==> src/rtl/wireframe_fb_arbiter.sv <==
// wireframe_fb_arbiter
//
// Shares the single port of the 1-bit wireframe framebuffer SRAM between three requesters.
// Fixed priority: scanout read > full-frame clear engine > rasterizer pixel write.
//
// Optional build macro: WFB_ARB_PERF_EN adds the px_stall_cnt output, a saturating count of
// cycles where the rasterizer wanted to write but was held off.
//
// Ports:
//   clk, n_rst                 clock (rising edge), asynchronous active-low reset
//   clear_req                  single-cycle request to zero the whole frame
//   clear_busy, clear_done     clear engine active / one-cycle completion pulse
//   px_valid/px_addr/px_data   rasterizer write request; px_ready is the accept handshake
//   scan_valid/scan_addr       scanout read request, always granted
//   scan_data/scan_data_valid  read result, one cycle after scan_valid
//   sram_write_en/data_in/addr SRAM port controls (owned by this block)
//   sram_data_out              SRAM read data, one-cycle latency
//   px_stall_cnt               (WFB_ARB_PERF_EN only) stalled-write cycle count

module wireframe_fb_arbiter #(
    parameter int unsigned ADDR_WIDTH = 19,
    parameter int unsigned FB_PIXELS  = 640 * 480
) (
    input  logic                  clk,
    input  logic                  n_rst,
    input  logic                  clear_req,
    output logic                  clear_busy,
    output logic                  clear_done,
    input  logic                  px_valid,
    input  logic [ADDR_WIDTH-1:0] px_addr,
    input  logic                  px_data,
    output logic                  px_ready,
    input  logic                  scan_valid,
    input  logic [ADDR_WIDTH-1:0] scan_addr,
    output logic                  scan_data,
    output logic                  scan_data_valid,
    output logic                  sram_write_en,
    output logic                  sram_data_in,
    output logic [ADDR_WIDTH-1:0] sram_addr,
    input  logic                  sram_data_out
`ifdef WFB_ARB_PERF_EN
    ,
    output logic [31:0]           px_stall_cnt
`endif
);

    // Compared at ADDR_WIDTH bits so the clear counter stops exactly at the last pixel.
    localparam logic [ADDR_WIDTH-1:0] LastAddr = ADDR_WIDTH'(FB_PIXELS - 1);
    // One extra bit so FB_PIXELS itself is representable for the range checks.
    localparam logic [ADDR_WIDTH:0]   FbLimit  = (ADDR_WIDTH + 1)'(FB_PIXELS);

    typedef enum logic [0:0] {
        StIdle,
        StClear
    } state_e;

    state_e                state_q;
    logic [ADDR_WIDTH-1:0] clear_cnt_q;
    logic                  clear_done_q;
    logic                  scan_valid_q;
    logic                  scan_oor_q;
    logic                  px_in_range;
    logic                  scan_in_range;

    assign px_in_range   = {1'b0, px_addr} < FbLimit;
    assign scan_in_range = {1'b0, scan_addr} < FbLimit;

    // Clear FSM. The counter only advances on cycles where the clear owns the port.
    always_ff @(posedge clk or negedge n_rst) begin
        if (!n_rst) begin
            state_q      <= StIdle;
            clear_cnt_q  <= '0;
            clear_done_q <= 1'b0;
        end else begin
            clear_done_q <= 1'b0;
            unique case (state_q)
                StIdle: begin
                    if (clear_req) begin
                        state_q     <= StClear;
                        clear_cnt_q <= '0;
                    end
                end
                StClear: begin
                    if (!scan_valid) begin
                        if (clear_cnt_q == LastAddr) begin
                            state_q      <= StIdle;
                            clear_done_q <= 1'b1;
                        end else begin
                            clear_cnt_q <= clear_cnt_q + 1'b1;
                        end
                    end
                end
                default: state_q <= StIdle;
            endcase
        end
    end

    assign clear_busy = (state_q == StClear);
    assign clear_done = clear_done_q;

    // Scanout return path: the SRAM answers one cycle later, so remember whether the
    // request was valid and whether it fell outside the frame.
    always_ff @(posedge clk or negedge n_rst) begin
        if (!n_rst) begin
            scan_valid_q <= 1'b0;
            scan_oor_q   <= 1'b0;
        end else begin
            scan_valid_q <= scan_valid;
            scan_oor_q   <= scan_valid && !scan_in_range;
        end
    end

    assign scan_data_valid = scan_valid_q;
    assign scan_data       = scan_valid_q && !scan_oor_q && sram_data_out;

    // Port grant. Gated by n_rst so the SRAM sees an idle port while reset is held.
    always_comb begin
        sram_write_en = 1'b0;
        sram_data_in  = 1'b0;
        sram_addr     = '0;
        px_ready      = 1'b0;
        if (n_rst) begin
            px_ready = !scan_valid && (state_q == StIdle);
            if (scan_valid) begin
                sram_addr = scan_addr;
            end else if (state_q == StClear) begin
                sram_addr     = clear_cnt_q;
                sram_write_en = 1'b1;
            end else if (px_valid) begin
                // Out-of-range writes are still handshaken, just never reach the SRAM.
                sram_addr     = px_addr;
                sram_data_in  = px_data;
                sram_write_en = px_in_range;
            end
        end
    end

`ifdef WFB_ARB_PERF_EN
    logic [31:0] stall_cnt_q;

    always_ff @(posedge clk or negedge n_rst) begin
        if (!n_rst) begin
            stall_cnt_q <= '0;
        end else if ((state_q == StIdle) && clear_req) begin
            stall_cnt_q <= '0;
        end else if (px_valid && !px_ready && (stall_cnt_q != 32'hFFFF_FFFF)) begin
            stall_cnt_q <= stall_cnt_q + 32'd1;
        end
    end

    assign px_stall_cnt = stall_cnt_q;
`endif

endmodule

==> config.mk <==
export PLATFORM = sky130hd
export DESIGN_NAME = wireframe_fb_arbiter
export DESIGN_NICKNAME = d
export VERILOG_FILES = /design/src/rtl/wireframe_fb_arbiter.sv
export SDC_FILE = /design/constraint.sdc
export NUM_CORES = 1
export LEC_CHECK = 0
export BUFFER_PORTS_ARGS = -buffer_cell sky130_fd_sc_hd__buf_2
export CELL_PAD_IN_SITES_DETAIL_PLACEMENT = 1
export CELL_PAD_IN_SITES_GLOBAL_PLACEMENT = 1
export CORE_MARGIN = 3
export CORE_UTILIZATION = 39
export DETAILED_ROUTE_END_ITERATION = 10
export GPL_TIMING_DRIVEN = 0
export PLACE_DENSITY = 0.88
export SKIP_CTS_REPAIR_TIMING = 1
export SLEW_MARGIN = 25
export SYNTH_ARGS = -nofsm -noshare
export SYNTH_HDL_FRONTEND = slang
export SYNTH_SLANG_ARGS = --single-unit
==> constraint.sdc <==
create_clock -name clk -period 3.8 [get_ports clk]
set_input_delay 0.19 -clock clk [delete_from_list [all_inputs] [get_ports clk]]
set_output_delay 0.19 -clock clk [all_outputs]
set_load 0.02 [all_outputs]
==> run_results.csv <==
group,metric,value,unit
logic_synthesis,synth.yosys.seq_area_share,29.9,%
logic_synthesis,syn-num-nets,261,
logic_synthesis,most_frequently_used_cell_type_in_the_post_synthesis_netlist,"dfrtp_1",
die,start_util,42.1,%
layout,finish.net_count,337,
layout,drive_gt1_share,32.4,%
sta,finalClockSkew,0.00603,ns
clock_tree,tritoncts,"done",
sta,fin_setup_tns,0,ns
critical_path,critPathArrivalTime,2.38,ns
status,outcome,"finished clean",
global_route,congestion_overflow_gr,0,
logic_synthesis,yosys.area.top_type,"dfrtp_1",
global_route,via_count_of_the_first_global_routing_pass,2317,
global_route,grt_first_pass_wirelength,11800,microns
global_route,initial_antenna_violation_count,0,
clock_tree,clk_path_buf_depth,2,
drt,via_per_inst,6.34,
logic_synthesis,xor_and_xnor_area_share_after_synthesis,0,%
placement,gpl.final_weighted_congestion,0.831,
die,floorplan.die.width,76.2,microns
critical_path,startpoint_type,"input port",
placement,placement.io_buffers,70,
logic_synthesis,dominant_combinational_cell_family_by_area_after_synthesis,"compound AO/OA/AOI/OAI gates",
critical_path,rr_worst_depth,6,
global_route,grt_max_degree,26,
drt,detail-route-antenna-nets,0,
logic_synthesis,post_synth_and_or_nand_nor_area_fraction,22.8,%
logic_synthesis,synth_edf_count,0,
power_and_ir_drop,report.power.total,0.697,mW
power_and_ir_drop,power.static_leakage,1.29,nW
clock_tree,clock_pin_transition_on_the_worst_setup_and_hold_timing_paths,0.09,ns
critical_path,critPathCaptureType,"primary output",
sta,fmaxAchievable,0.389,GHz
clock_tree,cts_max_level,1,
critical_path,worst-path-max-fanout,25,
min_path,hold_path_class,"input port to flop",
logic_synthesis,synth.distinct_cells,55,
power_and_ir_drop,cellPowerDensity,289,mW/mm^2
sta,grt_setup_unrepaired,"false",
drt,route.detailed.wl_per_inst,20.2,microns
critical_path,critPathRequiredTime,3.61,ns
layout,area_delta_synth_final,25.3,%
clock_tree,insertion_delay,0.28,ns
power_and_ir_drop,vdd_drop_max,0.140,mV
logic_synthesis,synth.area.top_cells,"dfrtp_1 30%, o211a_1 9.9%, a221o_1 9.4%, nand2_1 2.9%, o21ai_0 2.9%",
clock_tree,tritoncts.num_buffers,3,
clock_tree,clock_sinks,23,
sta,fin_crit,2.57,ns
logic_synthesis,ys.flop_type,"dfrtp_1",
die,die_ht,76.2,microns
sta,timing.max_slew.rel_slack,60.0,%
global_route,grt_util_all_layers,25.0,%
die,core.rowCount,24,
logic_synthesis,syn-instance-count,215,
die,floorplan.core_area,0.00456,sq mm
placement,dp.final_hpwl,5360,microns
die,floorplan.io_pins,71,
logic_synthesis,synth_compound_gate_area_share,39.1,%
drt,drt_wl_total,7160,microns
drt,drc,0,
sta,max_slew.worst_pin.slew,0.600,ns
clock_tree,ctsRootBufferMaster,"clkbuf_8",
sta,setup_violations,0,
logic_synthesis,post_synth_fa_ha_maj_area_fraction,0.651,%
logic_synthesis,syn-mean-instance-area,8.94,sq um
sta,drv_slew,0,
sta,final_period_utilization,67.6,%
min_path,min_delay_path_depth,1,
flow_run,drv.max_cap_violation_count,0,
logic_synthesis,netlist_area_before_placement,0.00192,sq mm
logic_synthesis,async_flop_share,100,%
drt,drt_pre_antenna_iters,4,
die,die_footprint,0.00581,sq mm
critical_path,regToRegStartpoint,"clear_cnt_q[0]",
min_path,whs_endpoint,"scan_data_valid",
drt,routed-via-count,2249,
critical_path,worst_r2r_endpoint,"clear_cnt_q[1]",
logic_synthesis,synthesis.yosys.warnings,0,
min_path,min-delay-start,"scan_valid",
logic_synthesis,top_cell_types_by_occurrence_after_synthesis,"23 x dfrtp_1, 19 x o211a_1, 18 x a221o_1",
critical_path,timing.setup.critical_path_class,"input port to primary output",
sta,hold_viol_final,0,
logic_synthesis,synth_seq_cells,23,
layout,diodes,0,
logic_synthesis,synthMuxAreaShare,1.04,%
logic_synthesis,post_synth_top_area_share,29.9,%
drt,dr.first_iter.drc_count,153,
critical_path,worst-r2r-setup-slack,1.67,ns
layer usage:
metal | track usage [%] | vias to the layer above | routed length (microns)
li1 | - | 1019 | -
met1 | 32.7 | 1134 | 3150
met2 | 41.7 | 85 | 3460
met3 | 4.02 | 11 | 449
met4 | 8.33 | 0 | 104
met5 | 0 | - | 0
worst max path at each step:
| stage | slack (ns) | end | startpoint |
|---|---|---|---|
| 6_report | 1.23 | sram_addr[16] | n_rst |
| 5_1_grt | 1.02 | sram_addr[16] | n_rst |
| 4_1_cts | 1.38 | sram_addr[18] | clear_busy |
| 3_5_place_dp | 1.70 | sram_addr[18] | clear_busy |
| 3_3_place_gp | 1.73 | sram_addr[16] | n_rst |
| 2_1_floorplan | 1.96 | sram_data_in | clear_busy |
metrics by stage:
step | hold slack [ns] | worst slack, ns | utilization [%] | instances | cell area (sq um)
after floorplan | -0.106 | 1.96 | - | 215 | 1920
after global placement | 0.221 | 1.73 | 51.6 | 350 | 2350
after detailed placement | 0.225 | 1.70 | 51.6 | 350 | 2350
after CTS | -0.0810 | 1.38 | 52.6 | 354 | 2400
after global routing | 0.0259 | 1.02 | 52.8 | 355 | 2410
final | 0.0410 | 1.23 | 52.8 | 355 | 2410
cell usage in the layout, fill, tap and decap left out, drive strengths merged, types with 6 or more instances in the layout:
master	count
and4	6
and3	7
o21ai	12
inv	8
a221o	19
nand2	15
dfrtp	23
o211a	19
clkbuf	14
nor2	12
buf	79
layout make-up:
cell class / instances / area, sq um
clock buffers: 4 / 45.0
plain buffers: 19 / 90.1
well taps: 65 / 81.3
fillers: 585 / 2150
inverters: 9 / 33.8
repair buffers: 71 / 360
multi-input cells: 164 / 1220
flip-flops and latches: 23 / 576
logic make-up after synthesis:
group           Yosys count
compound gates           89
flops                    23
fa+ha+maj                 1
buf+inv                  28
mux                       2
simple gates             72
critical path, cell delays in order:
cell and delay (ns):
dlygate4sd3_1 0.52, buf_2 0.49, clkbuf_1 0.42, clkbuf_1 0.38
o211a_1 0.22, buf_2 0.16
report_power, final:
part	switching [mW]	internal (mW)
clock network	0.0874	0.0753
registers	0.0538	0.272
logic	0.113	0.0967
registers in the layout, summed over array words and instances (netlist names):
| signal | flops |
|---|---|
| clear_done | 1 |
| scan_data_valid | 1 |
| scan_oor_q | 1 |
| clear_cnt_q | 19 |
| clear_busy | 1 |
Power figures use the tool's default switching activity.
